`src/rtl/dmem_arbiter.sv`:
```
// Two-requester round-robin arbiter in front of a single-port data memory.
// Each access takes two cycles: ACCESS (grant + strobe), then DONE (completion + read data).

module dmem_arbiter_port #(
    parameter int DW = 32
) (
    input  logic          clk,
    input  logic          reset,
    input  logic          load,
    input  logic          fin,
    input  logic          oor,
    input  logic [DW-1:0] cap,
    output logic          gnt,
    output logic          done,
    output logic          err,
    output logic [DW-1:0] rdata
);
    always_ff @(posedge clk or negedge reset) begin
        if (!reset) begin
            gnt   <= 1'b0;
            done  <= 1'b0;
            err   <= 1'b0;
            rdata <= '0;
        end else begin
            gnt  <= load;
            done <= fin;
            err  <= fin && oor;
            if (fin) rdata <= cap;
        end
    end
endmodule

module dmem_arbiter #(
    parameter int DEPTH = 21,
    parameter int AW    = 32,
    parameter int DW    = 32
) (
    input  logic          clk,
    input  logic          reset,
    input  logic          a_req,
    input  logic          a_we,
    input  logic [AW-1:0] a_addr,
    input  logic [DW-1:0] a_wdata,
    input  logic          b_req,
    input  logic          b_we,
    input  logic [AW-1:0] b_addr,
    input  logic [DW-1:0] b_wdata,
    output logic          a_gnt,
    output logic          a_done,
    output logic [DW-1:0] a_rdata,
    output logic          a_err,
    output logic          b_gnt,
    output logic          b_done,
    output logic [DW-1:0] b_rdata,
    output logic          b_err,
    output logic [AW-1:0] DMEM_address,
    output logic [DW-1:0] DMEM_data_in,
    output logic          DMEM_mem_write,
    output logic          DMEM_mem_read,
    input  logic [DW-1:0] DMEM_data_out
);
    typedef enum logic [1:0] {IDLE, ACCESS, DONE} state_t;

    typedef struct packed {
        logic          we;
        logic [AW-1:0] addr;
        logic [DW-1:0] wdata;
    } acc_t;

    state_t          state, state_nxt;
    acc_t [1:0]      rq;
    acc_t            sel, acc_q;
    logic            go, pick, sel_oor;
    logic            win_q, oor_q, last_b;
    logic [DW-1:0]   cap;
    logic [1:0]      load, fin, gnt, done, err;
    logic [1:0][DW-1:0] rdata;

    assign rq[0] = '{we: a_we, addr: a_addr, wdata: a_wdata};
    assign rq[1] = '{we: b_we, addr: b_addr, wdata: b_wdata};

    // B wins only when A is absent or A was the one served last
    assign pick    = b_req && (!a_req || !last_b);
    assign sel     = rq[pick];
    assign sel_oor = sel.addr >= AW'(DEPTH);

    always_comb begin
        state_nxt = state;
        go        = 1'b0;
        case (state)
            IDLE, DONE: begin
                if (a_req || b_req) begin
                    state_nxt = ACCESS;
                    go        = 1'b1;
                end else begin
                    state_nxt = IDLE;
                end
            end
            ACCESS:  state_nxt = DONE;
            default: state_nxt = IDLE;
        endcase
    end

    always_ff @(posedge clk or negedge reset) begin
        if (!reset) begin
            state          <= IDLE;
            acc_q          <= '0;
            win_q          <= 1'b0;
            oor_q          <= 1'b0;
            last_b         <= 1'b1;
            DMEM_mem_write <= 1'b0;
            DMEM_mem_read  <= 1'b0;
        end else begin
            state <= state_nxt;
            if (go) begin
                acc_q          <= sel;
                win_q          <= pick;
                oor_q          <= sel_oor;
                last_b         <= pick;
                DMEM_mem_write <= sel.we && !sel_oor;
                DMEM_mem_read  <= !sel.we && !sel_oor;
            end else begin
                DMEM_mem_write <= 1'b0;
                DMEM_mem_read  <= 1'b0;
            end
        end
    end

    assign DMEM_address = acc_q.addr;
    assign DMEM_data_in = acc_q.wdata;

    assign cap = (acc_q.we || oor_q) ? '0 : DMEM_data_out;

    for (genvar i = 0; i < 2; i++) begin : g_port
        assign load[i] = go && (pick == 1'(i));
        assign fin[i]  = (state == ACCESS) && (win_q == 1'(i));

        dmem_arbiter_port #(.DW(DW)) u_port (
            .clk   (clk),
            .reset (reset),
            .load  (load[i]),
            .fin   (fin[i]),
            .oor   (oor_q),
            .cap   (cap),
            .gnt   (gnt[i]),
            .done  (done[i]),
            .err   (err[i]),
            .rdata (rdata[i])
        );
    end

    assign a_gnt   = gnt[0];
    assign b_gnt   = gnt[1];
    assign a_done  = done[0];
    assign b_done  = done[1];
    assign a_err   = err[0];
    assign b_err   = err[1];
    assign a_rdata = rdata[0];
    assign b_rdata = rdata[1];
endmodule

```
`config.mk`:
```
export PLATFORM = sky130hd
export DESIGN_NAME = dmem_arbiter
export DESIGN_NICKNAME = d
export VERILOG_FILES = /design/src/rtl/dmem_arbiter.sv
export SDC_FILE = /design/constraint.sdc
export NUM_CORES = 1
export LEC_CHECK = 0
export BUFFER_PORTS_ARGS = -buffer_cell sky130_fd_sc_hd__buf_2
export CAP_MARGIN = 0
export CORE_MARGIN = 3
export CORE_UTILIZATION = 48
export CTS_BUF_LIST = sky130_fd_sc_hd__clkbuf_4 sky130_fd_sc_hd__clkbuf_8
export CTS_CLUSTER_SIZE = 40
export DETAILED_ROUTE_END_ITERATION = 16
export GPL_TIMING_DRIVEN = 1
export PLACE_DENSITY = 0.81
export SYNTH_ARGS = -nofsm -noshare
export SYNTH_HDL_FRONTEND = slang
export SYNTH_SLANG_ARGS = --single-unit
```
`constraint.sdc`:
```
create_clock -name clk -period 1.95 [get_ports clk]
set_input_delay 0.2925 -clock clk [delete_from_list [all_inputs] [get_ports clk]]
set_output_delay 0.2925 -clock clk [all_outputs]
set_load 0.005 [all_outputs]
```
# ---- Word level (Yosys, flattened, before mapping)
# Index checks and enable logic that the tools add are counted.
dict set report word_totals {
  mem_bits_rw 0
  in_bits 166
  mem_count 0
  reg_bits 142
  latchBits 0
  output_inout_bits 136
  word_cells 50
  romBits 0
}
dict set report classes {
  div 0
  n_shift 0
  n_eq_ne 2
  mux 9
  n_reduce_logical 18
  n_addsub 0
  bitwise_logic 2
  multipliers 0
  magnitude_cmp 2
}
# cell n
set ops {}
lappend ops {{two-way mux 65 bit} 2}
lappend ops {{greater-or-equal comparator 32 x 5 -> 1 bit, second input constant} 1}
lappend ops {{two-way mux 32 bit} 1}
lappend ops {{logical AND 1 bit} 9}
lappend ops {{two-way mux 1 bit} 5}
lappend ops {{logical NOT 1 bit} 4}
lappend ops {{one-hot mux 2 bit (2 select lines)} 1}
lappend ops {{logical OR 1 bit} 3}
lappend ops {{== test 2 x 1 -> 1 bit, second input constant} 1}
lappend ops {{== test 2 bit, second input constant} 1}
lappend ops {{logical NOT 2 bit} 1}
lappend ops {{less-than comparator 1 x 2 -> 1 bit, second input constant} 1}
lappend ops {{NOT 1 bit} 2}
lappend ops {{OR reduction 2 bit} 1}

# ---- Logic depth before layout (Yosys ltp)
# Gate-level depths: netlist of run 1.
dict set report logic_depth {
  ltp_word 9
  mapped_depth 7
  depth_no_buf 5
}

# ---- Hierarchy
# From an unflattened synthesis of run 1, not the netlist that was laid out.
dict set report unflattened {
  cells_unflattened 543
  area_unflattened_um2 6786.5
}
# module n_inst cells_per_inst seq_area_each_um2 area_each_um2
set by_module_without_submodules {}
lappend by_module_without_submodules {dmem_arbiter 1 399 1803.0 3941.3}
lappend by_module_without_submodules {dmem_arbiter_port 2 72 875.8 1422.6}

# ---- Least setup slack after synthesis of run 1
# OpenSTA, ideal clock, no wires.
dict set report synth_path {
  path_type {flip-flop to flip-flop}
  start {register last_b}
  end {register oor_q}
  setup_slack_ps 438
  period_less_slack_ps 1512
  stages_incl_launch_ff 6
  t_required_ps 1830
  n_path_buf 1
  arrival_time_ps 1393
  setup_time_ps 120
  path_cell_list {dfstp_2 a21boi_2 buf_4 nand2b_4 or4b_4 and3_1}
}
dict set report synth_between {
  elab_chain_cells 6
}
# element line
set synth_rtl {}
lappend synth_rtl {{start, declared} 74} ;# logic win_q, oor_q, last_b;
lappend synth_rtl {{start signal, assigned} 119} ;# last_b <= pick;
lappend synth_rtl {{logical NOT 1 bit} 83} ;# assign pick = b_req && (!a_req || !last_b);
lappend synth_rtl {{logical OR 1 bit} 83}
lappend synth_rtl {{logical AND 1 bit} 83}
lappend synth_rtl {{two-way mux 65 bit (not written as such) (2 in a row)} 84} ;# assign sel = rq[pick];
lappend synth_rtl {{greater-or-equal comparator 32 x 5 -> 1 bit} 85} ;# assign sel_oor = sel.addr >= AW'(DEPTH);
lappend synth_rtl {{end signal, assigned} 118} ;# oor_q <= sel_oor;
lappend synth_rtl {{end, declared} 74}
# Every way passes these cells. The select of a mux whose other input is x is not followed.
# A chain may end at the register's enable or synchronous reset.

# ---- Worst setup path in the final report of run 1
dict set report layout_path {
  start {register state[0]}
  end {register oor_q}
}
dict set report layout_between {
  elab_chain_cells 3
  word_cells_on_any_way 4
  cone_classes {eq/ne (1); mux (1); reduce/logical (2)}
}
# element line
set layout_rtl {}
lappend layout_rtl {{start, declared} 70} ;# state_t state, state_nxt;
lappend layout_rtl {{start signal, assigned} 114} ;# state <= state_nxt;
lappend layout_rtl {{== test 2 bit / logical NOT 2 bit (equally long branches)} 90} ;# case (state)
lappend layout_rtl {{OR reduction 2 bit (*)} 90}
lappend layout_rtl {{two-way mux 1 bit (*)} 90}
# Every way passes the cells marked *; elsewhere a longest branch is shown, timed or not.

==> flow_summary.yaml, run 1 <==
run_status:
  outcome: "finished, final reports clean"
clock_tree:
  tritoncts: "yes"
  htreeDepth: 4
  clockBufferDepth: 2
  clk_latency_ns: 0.44
  cts_sinks: 142
  numCtsBuffers: 17
  clk_pin_slew_worst_paths_ns: 0.08
  cts-root-buf: "clkbuf_8"
  cts_setup_buffers: 0
routing:
  vias: 5252
  vias_per_cell: 5.09
  wl_per_cell_microns: 16.1
  drtIter0Drc: 610
  drc: 0
  wirelength_mm: 16.6
  ant_nets: 0
  drtPass1Iterations: 7
cells_and_area:
  drive_gt1_frac: 0.413
  fin_util: 0.642
  post-route-cell-area_sq_um: 7940
  area.growth.synth_to_final_pct: 27.4
  fillCellCount: 1029
  final_net_count: 1016
  antenna_cells: 0
  layoutNonFillerInstCount: 1031
pwr:
  p_leak_nw: 4.31
  cellPowerDensity_nw_per_um2: 903
  ir_drop_uv: 592
  fin_total_pwr_mw: 7.17
logic_synthesis:
  synth_fa_ha_area_frac: 0
  synth_nets: 783
  synth_compound_area_frac: 0.137
  synth_ff_type: "dfrtp_1"
  muxShareOfSynthArea: 0.0530
  syn-instance-count: 617
  synth_warnings: 0
  synthArstFlopShare: 1.00
  ys_ff_latch: 142
  syn_area_per_cell_sq_um: 10.1
  synth-edff-count: 0
  yosysSeqAreaShare: 0.570
  synth_cell_types: 30
  syn_area_sq_um: 6230
  synthXorXnorAreaFrac: 0
  synth_top_family_by_area: "compound AO/OA/AOI/OAI gates"
  yosys.area_share.simple: 0.115
placed_design:
  placedCellCount: 998
  placed_cell_area_sq_um: 7520
  place_ws_ns: 0.0627
  io_buffers: 301
  dp_hpwl_mm: 12.6
  routabilityCongestion: 0.811
setup_path:
  endpoint_kind: "flip-flop"
  endpoint: "oor_q$_DFFE_PN0P_"
  cp-start-kind: "flip-flop"
  crit_arrival_ns: 2.12
  setup.worst_path.start: "state[0]$_DFF_PN0_"
  required_ns: 2.29
  path_class: "flip-flop to flip-flop"
  timing.rr.end: "oor_q$_DFFE_PN0P_"
  r2r_start: "state[0]$_DFF_PN0_"
  ff2ff_setup_slack_ns: 0.17
  crit_fanout: 40
  worst-r2r-cell-count: 4
global_route:
  grt_pass1_vias: 5205
  met2_usage: 0.391
  met3_usage: 0.0707
  grt.busiest_layer: "met2"
  groute.usage.overall: 0.229
  antenna_found_initial: 0
  grt-ovfl-total: 0
  grt_max_degree: 67
  grtUsageMet1: 0.267
  grt_pass1_wl_mm: 25.9
floorplanning:
  die_x_microns: 120
  rows: 40
  design.core.area_sq_um: 12400
  floorplan.initialDensity: 0.504
  die_h_microns: 120
  dieArea_sq_um: 14400
  io_pins: 302
hold_path:
  holdCritPathClass: "primary input to flip-flop"
sta:
  fin_ws_ns: 0.166
  fin_crit_ns: 1.78
  worst_pin_slew_ns: 0.738
  rsz0062_at_grt: "false"
  min_period_over_period: 0.915
  drv_slew: 0
  hold_viol: 0
  maxSlewHeadroom: 0.508
  holdWs_ns: 0.0489
  fmax_mhz: 560
  finalSetupViolations: 0
  clock_skew_ns: 0.00939
  final.setup.tns_ns: 0
run:
  maxCapViolations: 0
==> cell type report <==
class	instances	area (sq um)	share of cell area
Timing Repair Buffer	316	1700	0.214
Multi-Input combinational cell	336	1920	0.242
Tap cell	168	210	0.0265
Inverter	37	139	0.0175
Sequential cell	142	3550	0.448
Clock buffer	23	304	0.0383
Clock inverter	9	109	0.0137
==> layout by cell type, fill, tap and decap left out, types with 3 or more instances in the layout <==
cell	n
buf_2	300
dfrtp_1	141
nand2_1	134
o21ai_0	99
inv_1	37
mux2i_1	33
a222oi_1	32
clkbuf_8	21
nor4_1	10
buf_4	8
buf_12	6
nor2_1	4
clkinv_2	3
clkinv_4	3
==> state kept, by name (all words and copies together), names as in the netlist <==
name and cells:
oor_q 1, g_port.u_port.rdata 64, last_b 1, DMEM_address 32, state 2, g_port.u_port.gnt 2, DMEM_data_in 32, DMEM_mem_read 1
g_port.u_port.err 2, DMEM_mem_write 1, acc_q 1, g_port.u_port.done 2, win_q 1
==> metal layers <==
layer | wire length, microns | up-vias
met5 | 0 | -
met4 | 523 | 0
met3 | 1390 | 38
met2 | 8450 | 254
met1 | 6250 | 2444
li1 | - | 2516
==> how the worst min path moves through the flow <==
stage / start / end / slack, ns / cells after the start
6_report: b_wdata[6] / DMEM_data_in[6]$_DFFE_PN0P_ / 0.05 / 3
3_5_place_dp: reset / DMEM_address[20]$_DFFE_PN0P_ / 0.27 / 1
2_1_floorplan: reset / DMEM_address[0]$_DFFE_PN0P_ / -0.003 / 0
4_1_cts: b_wdata[29] / DMEM_data_in[29]$_DFFE_PN0P_ / 0.02 / 3
3_3_place_gp: reset / DMEM_address[21]$_DFFE_PN0P_ / 0.27 / 1
5_1_grt: b_wdata[10] / DMEM_data_in[10]$_DFFE_PN0P_ / 0.03 / 3
==> cells in the mapped netlist (2+ instances only) <==
library cell,n,area [sq um]
o21ai_0,99,495
nor2_1,5,18.8
or4_1,2,15.0
nand4_1,2,12.5
nor3_1,2,10.0
dfrtp_1,141,3530
clkbuf_1,24,90.1
buf_2,10,50.1
a222oi_1,32,320
mux2i_1,33,330
nor4_1,10,62.6
buf_1,3,11.3
nand2_1,135,507
inv_1,37,139
buf_4,65,488
o21a_1,2,15.0
nor2b_1,2,12.5
==> logic make-up (layout without fill, tap and decap cells) <==
| family | Yosys count | in the layout |
|---|---|---|
| buffers and inverters | 139 | 385 |
| multiplexers | 33 | 33 |
| AND/OR/NAND/NOR | 167 | 167 |
| AO/OA/AOI/OAI | 136 | 136 |
| flip-flops | 142 | 142 |
==> worst max-delay path: stages, from the launching register on <==
cell and delay [ns]:
dfrtp_1 0.43, or2_2 0.64, buf_4 0.34, nand2_1 0.08, and3_1 0.18
==> where the power goes <==
part / leakage, nW / internal [mW] / switching, mW / total [mW]
clock network: 0.213 / 1.30 / 1.09 / 2.39
logic: 2.25 / 0.626 / 0.704 / 1.33
registers: 1.85 / 3.27 / 0.178 / 3.44
total: 4.31 / 5.19 / 1.98 / 7.17
==> what timing repair did <==
item,in CTS,in global routing
hold buffers,1,0
resized for setup,0,0
endpoints found under the setup margin,0,0
hold endpoints to repair,45,0
Note: power is estimated with default switching activity, not from simulation.
==> run 2, diff against run 1 <==
--- a/config.mk
+++ b/config.mk
@@ -5,10 +5,11 @@
 export SDC_FILE = /design/constraint.sdc
 export NUM_CORES = 1
 export LEC_CHECK = 0
+export ABC_AREA = 1
 export BUFFER_PORTS_ARGS = -buffer_cell sky130_fd_sc_hd__buf_2
 export CAP_MARGIN = 0
 export CORE_MARGIN = 3
-export CORE_UTILIZATION = 48
+export CORE_UTILIZATION = 49
 export CTS_BUF_LIST = sky130_fd_sc_hd__clkbuf_4 sky130_fd_sc_hd__clkbuf_8
 export CTS_CLUSTER_SIZE = 40
 export DETAILED_ROUTE_END_ITERATION = 16
==> run 2 against run 1 <==
Final area up 7.6%. Final cell count up 26%. First-iteration DRC count decreased by 32%. Utilization shrank 0.45 points. Sequential cell count did not move.
==> flow_summary.yaml, run 2 <==
routing:
  drtIter0Drc: 415
  drc: 0
  vias_per_cell: 4.79
  ant_nets: 0
  wl_per_cell_microns: 14.6
  vias: 6221
  wirelength_mm: 18.9
  drtPass1Iterations: 5
global_route:
  grtUsageMet1: 0.307
  grt_pass1_wl_mm: 28.9
  grt_pass1_vias: 5757
  grt_max_degree: 64
  met3_usage: 0.0604
  grt.busiest_layer: "met2"
  antenna_found_initial: 0
  met2_usage: 0.412
  groute.usage.overall: 0.246
  grt-ovfl-total: 0
pwr:
  p_leak_nw: 5.20
  ir_drop_uv: 453
  cellPowerDensity_nw_per_um2: 899
  fin_total_pwr_mw: 7.68
sta:
  worst_pin_slew_ns: 0.696
  fin_crit_ns: 1.78
  holdWs_ns: 0.0417
  finalSetupViolations: 0
  hold_viol: 0
  maxSlewHeadroom: 0.536
  fmax_mhz: 563
  min_period_over_period: 0.911
  drv_slew: 0
  fin_ws_ns: 0.173
  final.setup.tns_ns: 0
  rsz0062_at_grt: "false"
  clock_skew_ns: 0.0117
floorplanning:
  floorplan.initialDensity: 0.507
  design.core.area_sq_um: 13400
  die_h_microns: 124
  rows: 42
  io_pins: 302
  die_x_microns: 124
  dieArea_sq_um: 15300
placed_design:
  placedCellCount: 1266
  place_ws_ns: 0.140
  io_buffers: 301
  routabilityCongestion: 0.886
  placed_cell_area_sq_um: 8070
  dp_hpwl_mm: 13.9
clock_tree:
  clockBufferDepth: 2
  htreeDepth: 4
  clk_latency_ns: 0.46
  cts_sinks: 142
  cts-root-buf: "clkbuf_8"
  clk_pin_slew_worst_paths_ns: 0.08
  tritoncts: "yes"
  cts_setup_buffers: 0
  numCtsBuffers: 17
run_status:
  outcome: "finished, final reports clean"
logic_synthesis:
  synth_most_common_cell: "nand2_1"
  synth_top_area_share: 0.519
  synth_ff_type: "dfrtp_1"
  syn_area_per_cell_sq_um: 7.78
  synth_area_leader_cell: "dfrtp_1"
  synthArstFlopShare: 1.00
  yosysSeqAreaShare: 0.523
  synth-edff-count: 0
  syn_area_sq_um: 6790
  ys_ff_latch: 142
  synth_warnings: 0
  synth_cell_types: 20
  syn-instance-count: 873
  synth_nets: 1039
  synth_common_cells: "nand2_1 (404), dfrtp_1 (141), inv_1 (67)"
  synth_area_leaders: "dfrtp_1 (52%), nand2_1 (22%), buf_4 (7.1%)"
cells_and_area:
  area.growth.synth_to_final_pct: 25.8
  antenna_cells: 0
  fin_util: 0.638
  final_common_cell: "nand2_1"
  largest_reg_flops: 64
  fillCellCount: 1188
  top_register: "g_port.u_port.rdata"
  final_net_count: 1276
  drive_gt1_frac: 0.323
  post-route-cell-area_sq_um: 8550
  layout_common_cells: "nand2_1 (403), buf_2 (300), dfrtp_1 (141)"
  layoutNonFillerInstCount: 1299
hold_path:
  min_path_cells: 3
  holdCritPathClass: "primary input to flip-flop"
setup_path:
  worst-r2r-cell-count: 12
  ff2ff_setup_slack_ns: 0.17
  cp-start-kind: "flip-flop"
  crit_fanout: 25
  path_class: "flip-flop to flip-flop"
  endpoint_kind: "flip-flop"
  required_ns: 2.30
  crit_arrival_ns: 2.13
run:
  maxCapViolations: 0
==> run 2: changes by cell type after synthesis, moves of 8 or more <==
| cell | change |
|---|---|
| nand2_1 | +269 |
| o21ai_0 | -70 |
| nor2_1 | +49 |
| nand3_1 | +35 |
| mux2i_1 | -33 |
| a222oi_1 | -32 |
| inv_1 | +30 |
| nand3b_1 | +20 |
| nor4_1 | -10 |
| buf_2 | +9 |
| clkbuf_1 | -8 |
==> run 2: layer usage <==
layer / wire length [microns] / vias to the layer above
met5: 0 / -
met4: 435 / 0
met3: 1500 / 35
met2: 9490 / 271
met1: 7490 / 2863
li1: - / 3052
==> run 2: repair_timing <==
action | in CTS | in global routing
hold endpoints to repair | 47 | 0
setup endpoints to repair | 0 | 3
gates resized for setup | 0 | 1
hold buffers | 1 | 0
==> run 2: critical path, stage by stage, from the launching register on <==
cell     delay [ns]
dfstp_2        0.54
nand2_2        0.06
nand2_2        0.11
buf_12         0.17
nand2_1        0.06
nand2_1        0.08
nand2_1        0.07
nor2_1         0.14
nand2_1        0.08
nor2_1         0.09
nand3_1        0.13
nand2_1        0.09
inv_1          0.04
==> run 2: cells by family after synthesis <==
family | after synthesis | share of synthesized area
flops | 142 | 0.523
compound gates | 39 | 0.0302
simple gates | 521 | 0.309
buf+inv | 171 | 0.138
==> run 2: where the power goes <==
part	internal, mW	leakage, nW	total, mW	switching [mW]
Clock	1.58	0.222	2.73	1.16
Sequential	3.28	1.84	3.46	0.186
Combinational	0.628	3.14	1.49	0.860
==> run 2: layout make-up <==
class                      count  area (sq um)  share of cell area
timing repair buffer         322          1750               0.205
sequential                   142          3550               0.416
inverter                      67           251              0.0294
clock inverter                13           211              0.0247
multi-input combinational    560          2310               0.270
tap                          176           220              0.0258
clock buffer                  19           255              0.0299
==> run 2: worst paths after layout <==
check	startpoint	end
min in group asynchronous	reset	g_port[0].u_port.rdata[3]$_DFFE_PN0P_
max	last_b$_DFFE_PN1P_	oor_q$_DFFE_PN0P_
max reg2reg	last_b$_DFFE_PN1P_	oor_q$_DFFE_PN0P_
max in group asynchronous	reset	DMEM_data_in[15]$_DFFE_PN0P_
min reg2reg	state[1]$_DFF_PN0_	state[1]$_DFF_PN0_
min	a_wdata[31]	DMEM_data_in[31]$_DFFE_PN0P_
